### config.mk
export PLATFORM = sky130hd
export DESIGN_NAME = out_uart_tx
export DESIGN_NICKNAME = d
export VERILOG_FILES = /design/src/rtl/cpu_uart_pkg.sv /design/src/rtl/sync_fifo.sv /design/src/rtl/out_uart_tx.sv
export SDC_FILE = /design/constraint.sdc
export NUM_CORES = 1
export LEC_CHECK = 0
export CORE_ASPECT_RATIO = 0.6
export CORE_MARGIN = 3
export CORE_UTILIZATION = 65
export DETAILED_ROUTE_END_ITERATION = 6
export PLACE_DENSITY_LB_ADDON = 0.2
export SYNTH_ARGS = -nofsm -noshare
export SYNTH_HDL_FRONTEND = slang
export SYNTH_SLANG_ARGS = --single-unit
export TNS_END_PERCENT = 50
### constraint.sdc
create_clock -name clk -period 4.1 [get_ports clk]
set_input_delay 1.23 -clock clk [delete_from_list [all_inputs] [get_ports clk]]
set_output_delay 1.23 -clock clk [all_outputs]
set_load 0.005 [all_outputs]
### src/rtl/cpu_uart_pkg.sv
// -----------------------------------------------------------------------------
// cpu_uart_pkg
// Shared types and constants for the CPU debug-console UART peripherals.
//   uart_state_t : transmitter FSM states (PARITY is used only when
//                  OUT_UART_PARITY_EN is defined)
//   byte_sel_t   : which half of the 16-bit word is being sent
//   DATA_BITS, START_BIT, STOP_BIT, IDLE_LEVEL : UART framing constants
//   even_parity(): XOR of a data byte
// -----------------------------------------------------------------------------
package cpu_uart_pkg;

    typedef enum logic [2:0] {
        IDLE,
        START,
        DATA,
        PARITY,
        STOP
    } uart_state_t;

    typedef enum logic {
        BYTE_LO = 1'b0,
        BYTE_HI = 1'b1
    } byte_sel_t;

    localparam int   DATA_BITS  = 8;
    localparam logic START_BIT  = 1'b0;
    localparam logic STOP_BIT   = 1'b1;
    localparam logic IDLE_LEVEL = 1'b1;

    function automatic logic even_parity(input logic [DATA_BITS-1:0] b);
        return ^b;
    endfunction

endpackage

### src/rtl/sync_fifo.sv
// -----------------------------------------------------------------------------
// sync_fifo
// Single-clock show-ahead FIFO: rdata always presents the oldest word, pop
// consumes it. Depth is 2**FIFO_AW. A push while full is accepted only when a
// pop happens in the same cycle; otherwise it is ignored (the caller decides
// what to do about the lost word).
// Ports:
//   clk    : clock, rising edge
//   rst_n  : synchronous active-low reset (empties the FIFO)
//   push   : write wdata
//   pop    : consume rdata (ignored when empty)
//   wdata  : write data
//   rdata  : oldest stored word (valid when !empty)
//   full   : count == depth
//   empty  : count == 0
// -----------------------------------------------------------------------------
module sync_fifo #(
    parameter int WIDTH   = 16,
    parameter int FIFO_AW = 2
) (
    input  logic             clk,
    input  logic             rst_n,
    input  logic             push,
    input  logic             pop,
    input  logic [WIDTH-1:0] wdata,
    output logic [WIDTH-1:0] rdata,
    output logic             full,
    output logic             empty
);

    localparam int DEPTH = 1 << FIFO_AW;

    logic [WIDTH-1:0]   mem [DEPTH];
    logic [FIFO_AW-1:0] wr_ptr;
    logic [FIFO_AW-1:0] rd_ptr;
    logic [FIFO_AW:0]   count;
    logic               do_push;
    logic               do_pop;

    assign full    = (count == (FIFO_AW+1)'(DEPTH));
    assign empty   = (count == '0);
    assign do_pop  = pop && !empty;
    // A full FIFO still takes a word if one leaves in the same cycle.
    assign do_push = push && (!full || do_pop);
    assign rdata   = mem[rd_ptr];

    // NOTE: state registers use non-blocking assignments so every flop samples
    // pre-edge values; reset is synchronous and checked first.
    always_ff @(posedge clk) begin
        if (!rst_n) begin
            wr_ptr <= '0;
            rd_ptr <= '0;
            count  <= '0;
        end else begin
            // Pointers are exactly FIFO_AW bits wide, so they wrap modulo depth.
            if (do_push) wr_ptr <= wr_ptr + 1'b1;
            if (do_pop)  rd_ptr <= rd_ptr + 1'b1;
            case ({do_push, do_pop})
                2'b10:   count <= count + 1'b1;
                2'b01:   count <= count - 1'b1;
                default: ;
            endcase
        end
    end

    // NOTE: storage is deliberately not reset; count and pointers alone
    // decide which entries are valid.
    always_ff @(posedge clk) begin
        if (do_push) mem[wr_ptr] <= wdata;
    end

endmodule

### src/rtl/out_uart_tx.sv
// -----------------------------------------------------------------------------
// out_uart_tx
// Watches the CPU's 16-bit data_out word, queues every change in a small FIFO
// and streams each queued word to the debug console as two UART bytes, high
// byte first, LSB first within a byte, CLK_DIV clocks per bit.
// Build option: define OUT_UART_PARITY_EN for 8E1 framing (even parity bit
// after the data bits); undefined gives 8N1.
// Parameters:
//   CLK_DIV : clocks per UART bit (2..65535)
//   FIFO_AW : FIFO address width, depth = 2**FIFO_AW words
// Ports:
//   clk      : clock, rising edge
//   rst_n    : synchronous active-low reset, effective even mid-frame
//   data_in  : observed word
//   tx       : registered UART line, idle high
//   busy     : FIFO non-empty or a frame in progress
//   overflow : sticky, a change was lost because the FIFO was full
// -----------------------------------------------------------------------------
module out_uart_tx
    import cpu_uart_pkg::*;
#(
    parameter int CLK_DIV = 434,
    parameter int FIFO_AW = 2
) (
    input  logic        clk,
    input  logic        rst_n,
    input  logic [15:0] data_in,
    output logic        tx,
    output logic        busy,
    output logic        overflow
);

    localparam logic [15:0] DIV_LAST = 16'(CLK_DIV - 1);

    logic [15:0] prev;
    logic        push;
    logic        pop;
    logic        full;
    logic        empty;
    logic [15:0] fifo_rdata;

    uart_state_t state;
    byte_sel_t   byte_sel;
    logic [15:0] shift_word;
    logic [2:0]  bit_cnt;
    logic [15:0] div_cnt;
    logic        bit_done;
    logic [7:0]  cur_byte;

    // prev resets to zero, so the first nonzero word after reset is a change.
    assign push     = (data_in != prev);
    assign bit_done = (div_cnt == DIV_LAST);
    assign cur_byte = (byte_sel == BYTE_HI) ? shift_word[15:8] : shift_word[7:0];
    assign busy     = (state != IDLE) || !empty;

    // Pop exactly where the FSM loads shift_word from the FIFO head.
    // NOTE: every always_comb output gets a default first so no latch is inferred.
    always_comb begin
        pop = 1'b0;
        if (!empty) begin
            if (state == IDLE)
                pop = 1'b1;
            else if (state == STOP && bit_done && byte_sel == BYTE_LO)
                pop = 1'b1;
        end
    end

    sync_fifo #(
        .WIDTH   (16),
        .FIFO_AW (FIFO_AW)
    ) u_fifo (
        .clk   (clk),
        .rst_n (rst_n),
        .push  (push),
        .pop   (pop),
        .wdata (data_in),
        .rdata (fifo_rdata),
        .full  (full),
        .empty (empty)
    );

    always_ff @(posedge clk) begin
        if (!rst_n) begin
            prev     <= '0;
            overflow <= 1'b0;
        end else begin
            prev <= data_in;
            if (push && full && !pop) overflow <= 1'b1;
        end
    end

    // tx is assigned the level of the state being entered, so the line is a
    // plain flop output and each level lasts exactly CLK_DIV cycles.
    always_ff @(posedge clk) begin
        if (!rst_n) begin
            state      <= IDLE;
            tx         <= IDLE_LEVEL;
            byte_sel   <= BYTE_HI;
            shift_word <= '0;
            bit_cnt    <= '0;
            div_cnt    <= '0;
        end else begin
            case (state)
                IDLE: begin
                    if (!empty) begin
                        shift_word <= fifo_rdata;
                        byte_sel   <= BYTE_HI;
                        div_cnt    <= '0;
                        state      <= START;
                        tx         <= START_BIT;
                    end
                end

                START: begin
                    if (bit_done) begin
                        div_cnt <= '0;
                        bit_cnt <= '0;
                        state   <= DATA;
                        tx      <= cur_byte[0];
                    end else begin
                        div_cnt <= div_cnt + 1'b1;
                    end
                end

                DATA: begin
                    if (bit_done) begin
                        div_cnt <= '0;
                        if (bit_cnt == 3'(DATA_BITS - 1)) begin
`ifdef OUT_UART_PARITY_EN
                            state <= PARITY;
                            tx    <= even_parity(cur_byte);
`else
                            state <= STOP;
                            tx    <= STOP_BIT;
`endif
                        end else begin
                            bit_cnt <= bit_cnt + 1'b1;
                            tx      <= cur_byte[bit_cnt + 1'b1];
                        end
                    end else begin
                        div_cnt <= div_cnt + 1'b1;
                    end
                end

`ifdef OUT_UART_PARITY_EN
                PARITY: begin
                    if (bit_done) begin
                        div_cnt <= '0;
                        state   <= STOP;
                        tx      <= STOP_BIT;
                    end else begin
                        div_cnt <= div_cnt + 1'b1;
                    end
                end
`endif

                STOP: begin
                    if (bit_done) begin
                        div_cnt <= '0;
                        if (byte_sel == BYTE_HI) begin
                            byte_sel <= BYTE_LO;
                            state    <= START;
                            tx       <= START_BIT;
                        end else if (!empty) begin
                            // Next word starts straight after this stop bit.
                            shift_word <= fifo_rdata;
                            byte_sel   <= BYTE_HI;
                            state      <= START;
                            tx         <= START_BIT;
                        end else begin
                            state <= IDLE;
                            tx    <= IDLE_LEVEL;
                        end
                    end else begin
                        div_cnt <= div_cnt + 1'b1;
                    end
                end

                default: begin
                    state <= IDLE;
                    tx    <= IDLE_LEVEL;
                end
            endcase
        end
    end

endmodule

==> results.ini <==
[synth]
syn_area_per_cell_sq_um = 13.1
netlist_instances = 422
synth_flop_cell = dfxtp_1
synth_edf_count = 64
async_reset_ff_share_pct = 0
ys_types = 50
yosysSeqAreaShare_pct = 58.6
synth_seq_cells = 130
syn_area_sq_um = 5540
syn-num-nets = 449
yosys_warnings = 0

[timing]
finalClockSkew_ns = 0.00550
rsz0062_at_grt = no
hold_ws_ns = 0.485
worst_slew_pin_slew_ns = 1.08
maxSlewHeadroom_pct = 27.6
fin_crit_sh_pct = 87.1
hold_violations = 0
final_max_slew_viol_count = 0
setup_violations = 0
finalSetupTns_ns = 0
max_freq_mhz = 280
min_period_ns = 3.57

[cells_and_area]
final_cells = 566
layout_common_cells = dfxtp_1, edfxtp_1, nor2_1
fin_nets = 472
syn_to_final_growth_pct = 15.3
drive_gt1_share_pct = 14.4
final_common_cell = dfxtp_1
diodes = 0
finalInstanceArea_sq_um = 6380

[floorplanning]
fp-row-count = 25
coreArea_sq_um = 8070
die-width_um = 125
ios = 21
fp.dieH_um = 77.5
dieArea_sq_um = 9700
start_util_pct = 68.6

[setup_path]
crit_type = in -> reg
timing.rr.end = u_fifo.mem[0][9]$_DFFE_PP_
end_kind = register
cp_max_fo = 16
cp.arrival_ns = 3.60
required_ns = 4.13
reg2reg_slack_ns = 1.10
critPathLaunchType = input port
worstReg2RegStart = div_cnt[0]$_SDFFE_PN0P_
r2r_cells = 6

[clock_network]
clk_path_buf_depth = 2
htreeDepth = 4
path_clk_slew_ns = 0.06
cts_sinks = 130
cts_tree = yes
cts_made_buffers = 17
cts-resized-gates = 0
clk_latency_ns = 0.40
hold_buffers = 0
cts-root-buf = clkbuf_16
post_cts_buffers = 0

[hold_path]
min_to = bit_cnt[1]$_SDFFE_PN0P_
whs_path_depth = 2
holdCritStartpoint = bit_cnt[1]$_SDFFE_PN0P_
hold_path.class = reg -> reg

[global_route]
grt_max_degree = 36
grt_pass1_wl_um = 18400
grt.total_usage_pct = 25.0
grt_overflow = 0
antenna_found_initial = 0
first_global_vias = 3359

[power_and_ir_drop]
p_comb_share_pct = 20.5
p_leak_nw = 2.25
pwr-share-clk_pct = 37.0
switching_power_mw = 1.18
p_int_mw = 2.86
seqPwrFrac_pct = 42.5
finalPower_mw = 4.04
switching_share_pct = 29.2
ir_drop_mv = 0.439
powerDensity_nw_per_um2 = 633

[detailed_routing]
avgViaCountPerCell = 5.98
ant_nets = 0
drt_iter0_drc = 347
vias = 3384
drt-pass1-iter-count = 5
drcViolationCount = 0
detail_route.wl_per_cell_um = 19.8
wirelength_um = 11200

[placed_design]
port_buffers = 20
gp_congestion = 0.806
hpwl_um = 7040
placed_area_sq_um = 5800
placedCellCount = 534

[run]
cap_violations = 0

[outcome]
status = completed

## worst max-delay path, stage by stage
cell             delay [ns]
clkdlybuf4s50_1        0.62
xnor2_1                0.15
nand4_1                0.25
nor4_4                 0.59
nor2_1                 0.24
and2_1                 0.51
## per-layer routing
metal  part of all wire, %  vias to the layer above  global-route usage (%)
met1                    46                     1643                    36.5
met5                     0                        -                       0
li1                      -                     1574                       -
met4                   1.7                        0                    8.44
met2                    44                      151                    35.6
met3                   8.6                       16                    8.25
## cell usage after synthesis (3+ instances only)
| cell type | instances | area (sq um) |
|---|---|---|
| a21oi_1 | 10 | 50.1 |
| and2_1 | 28 | 175 |
| and3_1 | 6 | 37.5 |
| buf_4 | 4 | 30.0 |
| clkbuf_1 | 10 | 37.5 |
| dfxtp_1 | 66 | 1320 |
| edfxtp_1 | 64 | 1920 |
| ha_1 | 8 | 100 |
| inv_1 | 8 | 30.0 |
| mux2i_1 | 21 | 210 |
| mux4_2 | 20 | 450 |
| nand2_1 | 15 | 56.3 |
| nand2b_1 | 4 | 25.0 |
| nand3_1 | 6 | 30.0 |
| nand4_1 | 11 | 68.8 |
| nor2_1 | 31 | 116 |
| nor2b_1 | 20 | 125 |
| nor3_1 | 5 | 25.0 |
| nor4_1 | 3 | 18.8 |
| o21ai_0 | 8 | 40.0 |
| xnor2_1 | 26 | 228 |
| xor2_1 | 9 | 78.8 |
## flip-flops by register name (all words and copies together), names as in the netlist, named ones only
name           count
div_cnt           16
overflow           1
u_fifo.count       3
u_fifo.wr_ptr      2
prev              16
byte_sel           1
state              3
u_fifo.mem        64
u_fifo.rd_ptr      2
shift_word        16
tx                 1
bit_cnt            3
## logic make-up (layout without fill, tap and decap cells)
| group | Yosys count | in the layout | share of synthesized area, % |
|---|---|---|---|
| AOI/OAI and AO/OA | 36 | 36 | 4.36 |
| xor gates and xnor gates | 35 | 35 | 5.54 |
| adders and majority gates | 10 | 10 | 2.37 |
| buffers and inverters | 27 | 63 | 2.28 |
| DFF | 130 | 130 | 58.6 |
| muxes | 41 | 41 | 11.9 |
| and+or+nand+nor | 143 | 143 | 15.0 |
## worst max-delay path by stage
stage                     startpoint                      endpoint  slack (ns)
after CTS                 data_in[2]    u_fifo.mem[3][7]$_DFFE_PP_        0.53
after detailed placement  data_in[5]   u_fifo.mem[1][12]$_DFFE_PP_        0.16
final                     data_in[2]    u_fifo.mem[0][9]$_DFFE_PP_        0.53
after global routing      data_in[0]    u_fifo.mem[0][9]$_DFFE_PP_        0.35
after floorplan           data_in[5]  u_fifo.count[2]$_SDFFE_PN0P_        1.24
after global placement    data_in[5]    u_fifo.mem[1][9]$_DFFE_PP_        0.29
## metrics by stage
step,setup slack [ns],utilization (%)
6_report,0.529,79.1
5_1_grt,0.346,79.1
4_1_cts,0.532,79.1
3_5_place_dp,0.162,71.9
3_3_place_gp,0.287,71.9
2_1_floorplan,1.24,-
## power groups by stage
stage | clock network [mW] | registers [mW] | logic [mW]
after floorplan | 0 | 1.64 | 0.675
after global placement | 0 | 1.73 | 0.778
after CTS | 1.50 | 1.71 | 0.826
after detailed placement | 0 | 1.73 | 0.801
final | 1.49 | 1.72 | 0.829
after global routing | 1.56 | 1.74 | 0.900
## cell type report
type,count,area [sq um]
Clock buffer,17,425
Clock inverter,15,158
Fill cell,465,1690
Inverter,8,30.0
Multi-Input combinational cell,265,2170
Sequential cell,130,3240
Tap cell,108,135
Timing Repair Buffer,23,223
(Power assumes the default switching activity.)
